$ cat src/rtl/cfg_host_if.sv
// Host request/ack bus to one-hot configuration register write strobes.
// Decodes the fixed register map, returns read data and counts bad accesses.
module cfg_host_if #(
  parameter int NUM_OF_REG = 4
) (
  input  logic       clk,
  input  logic       rst,
  input  logic       sel,
  input  logic       wr_rd,
  input  logic [7:0] addr,
  input  logic [7:0] wdata,
  input  logic [7:0] reg_data_0,
  input  logic [7:0] reg_data_1,
  input  logic [7:0] reg_data_2,
  input  logic [7:0] reg_data_3,
  output logic       ack,
  output logic       err,
  output logic [7:0] rdata,
  output logic [7:0] wr_en,
  output logic [7:0] wr_data,
  output logic [7:0] err_cnt
);

  typedef enum logic [1:0] {
    S_IDLE,
    S_ACCESS,
    S_ACK,
    S_RELEASE
  } state_t;

  state_t                  r_state;
  logic                    r_wr;
  logic [7:0]              r_addr;
  logic [NUM_OF_REG-1:0]   w_in_oh;
  logic [NUM_OF_REG-1:0]   w_lat_oh;
  logic                    w_lat_hit;
  logic [7:0]              w_rsel;

  function automatic logic [NUM_OF_REG-1:0] f_dec(
    input logic [7:0] a
  );
    logic [NUM_OF_REG-1:0] oh;
    oh = '0;
    case (a)
      8'h00:   oh[0] = 1'b1;
      8'h02:   oh[1] = 1'b1;
      8'h04:   oh[2] = 1'b1;
      8'h08:   oh[3] = 1'b1;
      default: oh = '0;
    endcase
    return oh;
  endfunction

  assign w_in_oh   = f_dec(addr);
  assign w_lat_oh  = f_dec(r_addr);
  assign w_lat_hit = |w_lat_oh;

  always_comb begin
    w_rsel = 8'h00;
    unique case (1'b1)
      w_lat_oh[0]: w_rsel = reg_data_0;
      w_lat_oh[1]: w_rsel = reg_data_1;
      w_lat_oh[2]: w_rsel = reg_data_2;
      w_lat_oh[3]: w_rsel = reg_data_3;
      default:     w_rsel = 8'h00;
    endcase
  end

  always_ff @(posedge clk) begin
    if (rst) begin
      r_state <= S_IDLE;
      r_wr    <= 1'b0;
      r_addr  <= 8'h00;
      ack     <= 1'b0;
      err     <= 1'b0;
      rdata   <= 8'h00;
      wr_en   <= 8'h00;
      wr_data <= 8'h00;
      err_cnt <= 8'h00;
    end else begin
      ack   <= 1'b0;
      err   <= 1'b0;
      wr_en <= 8'h00;
      case (r_state)
        S_IDLE: begin
          if (sel) begin
            r_wr    <= wr_rd;
            r_addr  <= addr;
            wr_data <= wdata;
            // strobe lands in the ACCESS cycle
            if (wr_rd)
              wr_en <= {{(8-NUM_OF_REG){1'b0}}, w_in_oh};
            r_state <= S_ACCESS;
          end
        end
        S_ACCESS: begin
          ack <= 1'b1;
          err <= ~w_lat_hit;
          if (!w_lat_hit) begin
            rdata <= 8'h00;
            if (err_cnt != 8'hFF)
              err_cnt <= err_cnt + 8'd1;
          end else if (!r_wr) begin
            rdata <= w_rsel;
          end
          r_state <= S_ACK;
        end
        S_ACK: begin
          r_state <= sel ? S_RELEASE : S_IDLE;
        end
        S_RELEASE: begin
          if (!sel)
            r_state <= S_IDLE;
        end
        default: r_state <= S_IDLE;
      endcase
    end
  end

endmodule

$ cat config.mk
export PLATFORM = sky130hd
export DESIGN_NAME = cfg_host_if
export DESIGN_NICKNAME = d
export VERILOG_FILES = /design/src/rtl/cfg_host_if.sv
export SDC_FILE = /design/constraint.sdc
export NUM_CORES = 1
export LEC_CHECK = 0
export ABC_CLOCK_PERIOD_IN_PS = 4100
export CORE_MARGIN = 1
export CORE_UTILIZATION = 43
export DETAILED_ROUTE_END_ITERATION = 7
export DONT_BUFFER_PORTS = 1
export SLEW_MARGIN = 40
export SYNTH_ARGS = -nofsm -noshare
export SYNTH_HDL_FRONTEND = slang
export SYNTH_SLANG_ARGS = --single-unit
$ cat constraint.sdc
create_clock -name clk -period 4.1 [get_ports clk]
set_input_delay 0.615 -clock clk [delete_from_list [all_inputs] [get_ports clk]]
set_output_delay 0.615 -clock clk [all_outputs]
set_load 0.005 [all_outputs]
# After elaboration in Yosys (flattened, before gate mapping)
# Index checks and enable logic that the tools add are counted.
# W data, S select, Z words.
[totals] word_cells=56 reg_bits=45 input_bits=52 output_inout_bits=34
[classes] mux=16 addsub=1 bitwise=5 reduce_logical=11 eq_ne=13
[ops] operator="$pmux W8 S4" n=1
[ops] operator="$eq A8 B2 Y1 const B" n=2
[ops] operator="$eq A8 B3 Y1 const B" n=2
[ops] operator="$eq A8 B4 Y1 const B" n=2
[ops] operator="$logic_not A8 Y1" n=2
[ops] operator="$mux W8" n=2
[ops] operator="$mux W1" n=9
[ops] operator="$add A8 B1 Y8 const B" n=1
[ops] operator="$ne A8 B8 Y1 const B" n=1
[ops] operator="$pmux W2 S4" n=1
[ops] operator="$reduce_or A4 Y1" n=2
[ops] operator="$mux W2" n=3
[ops] operator="$ne A2 B2 Y1 const B" n=3
[ops] operator="$reduce_and A2 Y1" n=3
[ops] operator="$not A1 Y1" n=5
[ops] operator="$eq A2 B2 Y1 const B" n=2
[ops] operator="$reduce_and A3 Y1" n=1
[ops] operator="$reduce_or A3 Y1" n=1
[ops] operator="$eq A2 B1 Y1 const B" n=1
[ops] operator="$logic_not A2 Y1" n=1
[ops] operator="$reduce_or A2 Y1" n=1

# Depth between registers and ports, before layout
[depth] word_depth=5 depth_mapped=6 depth_no_buf=5

# Worst setup path before layout
# No wires, ideal clock.
[synth_timing] kind="flip-flop to flip-flop" from="register r_addr[7]" to="register err_cnt[7]" path_slack_ns=2.415 path_stages_with_launch=5 synth_period_minus_slack_ns=1.685 t_required_ns=3.977 path_buffers=0 arrival_time_ns=1.562 setup_time_ns=0.123 cell_sequence="dfxtp_1 -> or4_4 -> o311ai_4 -> nor4_1 -> mux2_1"
[synth_via] elab_chain_len=5 elab_cells_between_ends=11 cone_classes="3 x eq/ne; 4 x mux; 1 x bitwise; 3 x reduce/logical"
[synth_lines] element="start: declaration" line_no="33" source="logic [7:0] r_addr;"
[synth_lines] element="start signal: assignment" line_no="88" source="r_addr <= addr;"
[synth_lines] element="$eq A8 B2 Y1, or another cell as far along" line_no="44" source="case (a)"
[synth_lines] element="$mux W1" line_no="44"
[synth_lines] element="$reduce_or A4 Y1 (*)" line_no="56" source="assign w_lat_hit = |w_lat_oh;"
[synth_lines] element="$not A1 Y1 (no line) (*)"
[synth_lines] element="$reduce_and A3 Y1 (no line) (*)"
[synth_lines] element="end signal: assignment" line_no="102" source="err_cnt <= err_cnt + 8'd1;"
[synth_lines] element="end: declaration" line_no="21" source="output logic [7:0] err_cnt"
# Mark *: on every way between the ends. The rest lies on a longest branch, timed or not.
# A chain may end at the register's enable or synchronous reset.

# Worst setup path in the final report
[layout_timing] from="register r_addr[3]" to="register err_cnt[3]"
# Same word-level chain as after synthesis.

==> results.py <==
metrics = {
    "outcome": {
        "status": "finished, final reports clean",
    },
    "route": {
        "avgRoutedWirePerCell_um": 15.9,
        "num_vias": 1454,
        "drtIter0Drc": 77,
        "finalWirelength_um": 3980,
        "firstDrtPassIters": 4,
        "vias_per_cell": 5.79,
        "antenna_left": 0,
        "drc": 0,
    },
    "global_route": {
        "grt_max_degree": 33,
        "antenna_found_initial": 0,
        "grt_usage": 0.181,
        "grt_pass1_wl_um": 6150,
        "first_global_vias": 1359,
        "overflow": 0,
    },
    "layout": {
        "multi_input_area_sq_um": 968,
        "seq_area_sq_um": 821,
        "syn2layout_area_growth_pct": 7.44,
        "fillers": 403,
        "final_cell_mix": "41 x dfxtp_1, 38 x nand2_1, 22 x a21oi_1",
        "drive_gt1_frac": 0.104,
        "stdcell_count": 251,
        "final_common_cell": "dfxtp_1",
        "finalNetCount": 253,
        "num_antenna_cells": 0,
    },
    "placement": {
        "placed_cells": 243,
        "gp_congestion": 0.753,
        "hpwl_um": 2910,
        "port-buffer-count": 0,
    },
    "clock_network": {
        "cts_tree": "built",
        "cts_root_buf": "clkbuf_8",
        "cts_buffers": 5,
        "post_cts_buffers": 0,
        "postCtsHoldBufs": 0,
        "clk_latency_ns": 0.29,
        "clock_sinks": 41,
        "cts_resized": 0,
        "ctsHtreeMaxLevel": 2,
        "clk_path_buf_depth": 2,
        "path_clk_slew_ns": 0.08,
    },
    "yosys": {
        "synth.top_cell.area_share": 0.440,
        "synth_ff_type": "dfxtp_1",
        "ys_top_cells_by_area": "dfxtp_1 44%, a22o_1 8.0%, nand2_1 7.6%",
        "yosysUniqueCellTypes": 44,
        "ys_ff_latch": 41,
        "syn_inst": 203,
        "avgSynthCellArea_sq_um": 9.19,
        "synth-edff-count": 0,
        "synthArstFlopShare": 0,
        "synth-seq-area-share": 0.440,
        "yosysWarnings": 0,
        "netlist_area_sq_um": 1870,
        "synth_area_leader_cell": "dfxtp_1",
    },
    "timing": {
        "grt_setup_unrepaired": "no",
        "setup_tns_ns": 0,
        "period_share": 0.531,
        "setup_viol": 0,
        "fin_worst_skew_ns": 0.00697,
        "final_hold_viol_count": 0,
        "worst_slew_pin_slew_ns": 0.668,
        "finalMaxSlewViolations": 0,
        "period_needed_ns": 2.18,
        "fmax_ghz": 0.459,
        "max_slew_margin": 0.553,
    },
    "die": {
        "die_x_um": 67.9,
        "core-area_sq_um": 4090,
        "num_io_pins": 86,
        "rows": 23,
        "start_util": 0.457,
        "die_area_sq_um": 4610,
        "die_h_um": 67.9,
    },
    "worst_setup_path": {
        "crit_family": "flip-flops",
        "crit_chain": "maj3_2 > o311ai_4 > or4_2 > a21oi_1",
        "cpPeakStageDelay_ns": 0.70,
        "crit_type": "flip-flop to flip-flop",
        "start_kind": "flip-flop",
        "worstPathRequired_ns": 4.33,
        "path_max_fanout": 14,
        "end_kind": "flip-flop",
        "path_buf_inv": 0,
        "crit_slowest_cell": "dfxtp_1",
        "cp.arrival_ns": 2.40,
    },
    "hold_path": {
        "hp-class": "primary input to flip-flop",
    },
    "power_and_ir_drop": {
        "internal_power_mw": 0.694,
        "switchingPower_mw": 0.199,
        "clockPowerShare": 0.424,
        "swShare": 0.223,
        "power_frac_seq": 0.485,
        "ir_drop_mv": 0.238,
        "p_leak_nw": 0.708,
        "combPwrFrac": 0.092,
        "p_per_area_nw_per_um2": 445,
    },
    "flow_run": {
        "maxCapViolCount": 0,
    },
}
state kept, by name (all words and copies together) (netlist names):
name     count
ack          1
err          1
err_cnt      8
r_addr       8
r_state      2
r_wr         1
rdata        8
wr_data      8
wr_en        4
final cells by class:
cell class	count	share of cell area
multi-input cells	148	0.483
flip-flops and latches	41	0.409
clock buffers	5	0.0343
clock inverters	3	0.0325
well taps	50	0.0312
inverters	3	0.00562
repair buffers	1	0.00375
per-layer routing:
metal / track usage / part of all wire / wire, um
met5: 0 / 0 / 0
met4: 0.0729 / 0.0085 / 34
met3: 0.0667 / 0.067 / 266
met2: 0.287 / 0.48 / 1900
met1: 0.219 / 0.45 / 1790
Yosys cell counts, types with 2 or more instances:
cell,instances
dfxtp_1,41
nand2_1,38
a21oi_1,22
a22o_1,17
mux2i_1,8
nor2_1,8
o2bb2ai_1,8
clkbuf_1,7
buf_4,4
nand3_1,4
inv_1,3
nor2b_1,3
nor3b_1,3
and3_1,2
nor4_1,2
nor4b_1,2
o21ai_0,2
o31ai_1,2
or4_2,2
final timing paths:
check                                       startpoint                       to  slack (ns)  cells after the start
worst min-delay path                               rst   r_addr[6]$_SDFFE_PP0P_        0.38                      1
worst max-delay path            r_addr[3]$_SDFFE_PP0P_  err_cnt[3]$_SDFFE_PP0P_        1.92                      4
worst max register to register  r_addr[3]$_SDFFE_PP0P_  err_cnt[3]$_SDFFE_PP0P_        1.92                      4
worst min register to register  r_addr[6]$_SDFFE_PP0P_   r_addr[6]$_SDFFE_PP0P_        0.45                      2
cell families (layout without fill, tap and decap cells):
group	Yosys count	count (layout)	synth area share
AOI/OAI and AO/OA	57	57	0.228
adders and majority gates	2	2	0.0127
buffers and inverters	17	12	0.0469
DFF	41	41	0.440
muxes	10	10	0.0550
other	1	4	0.00201
and+or+nand+nor	75	75	0.215
through the flow:
step                power (mW)  hold WS (ns)  instance area (sq um)   util  setup slack [ns]
global placement         0.520         0.439                   1870  0.458              2.02
detailed placement       0.524         0.445                   1870  0.458              1.94
floorplan                0.514         0.432                   1880      -              2.41
finish                   0.893         0.383                   2000  0.491              1.92
CTS                      0.898         0.374                   2000  0.491              1.91
global route             0.931         0.362                   2000  0.491              1.80
worst reg2reg max path, cell delays in order, from the launching register on:
cell and delay, ns:
dfxtp_1 0.70, maj3_2 0.39, o311ai_4 0.19, or4_2 0.68, a21oi_1 0.16
power by group through the flow:
stage,registers [mW],logic [mW],clock network (mW)
after global routing,0.436,0.0909,0.405
after detailed placement,0.442,0.0819,0
after global placement,0.441,0.0789,0
after floorplan,0.434,0.0794,0
final,0.433,0.0820,0.378
after CTS,0.433,0.0821,0.383
No activity file was read; power rests on OpenSTA's default activity.
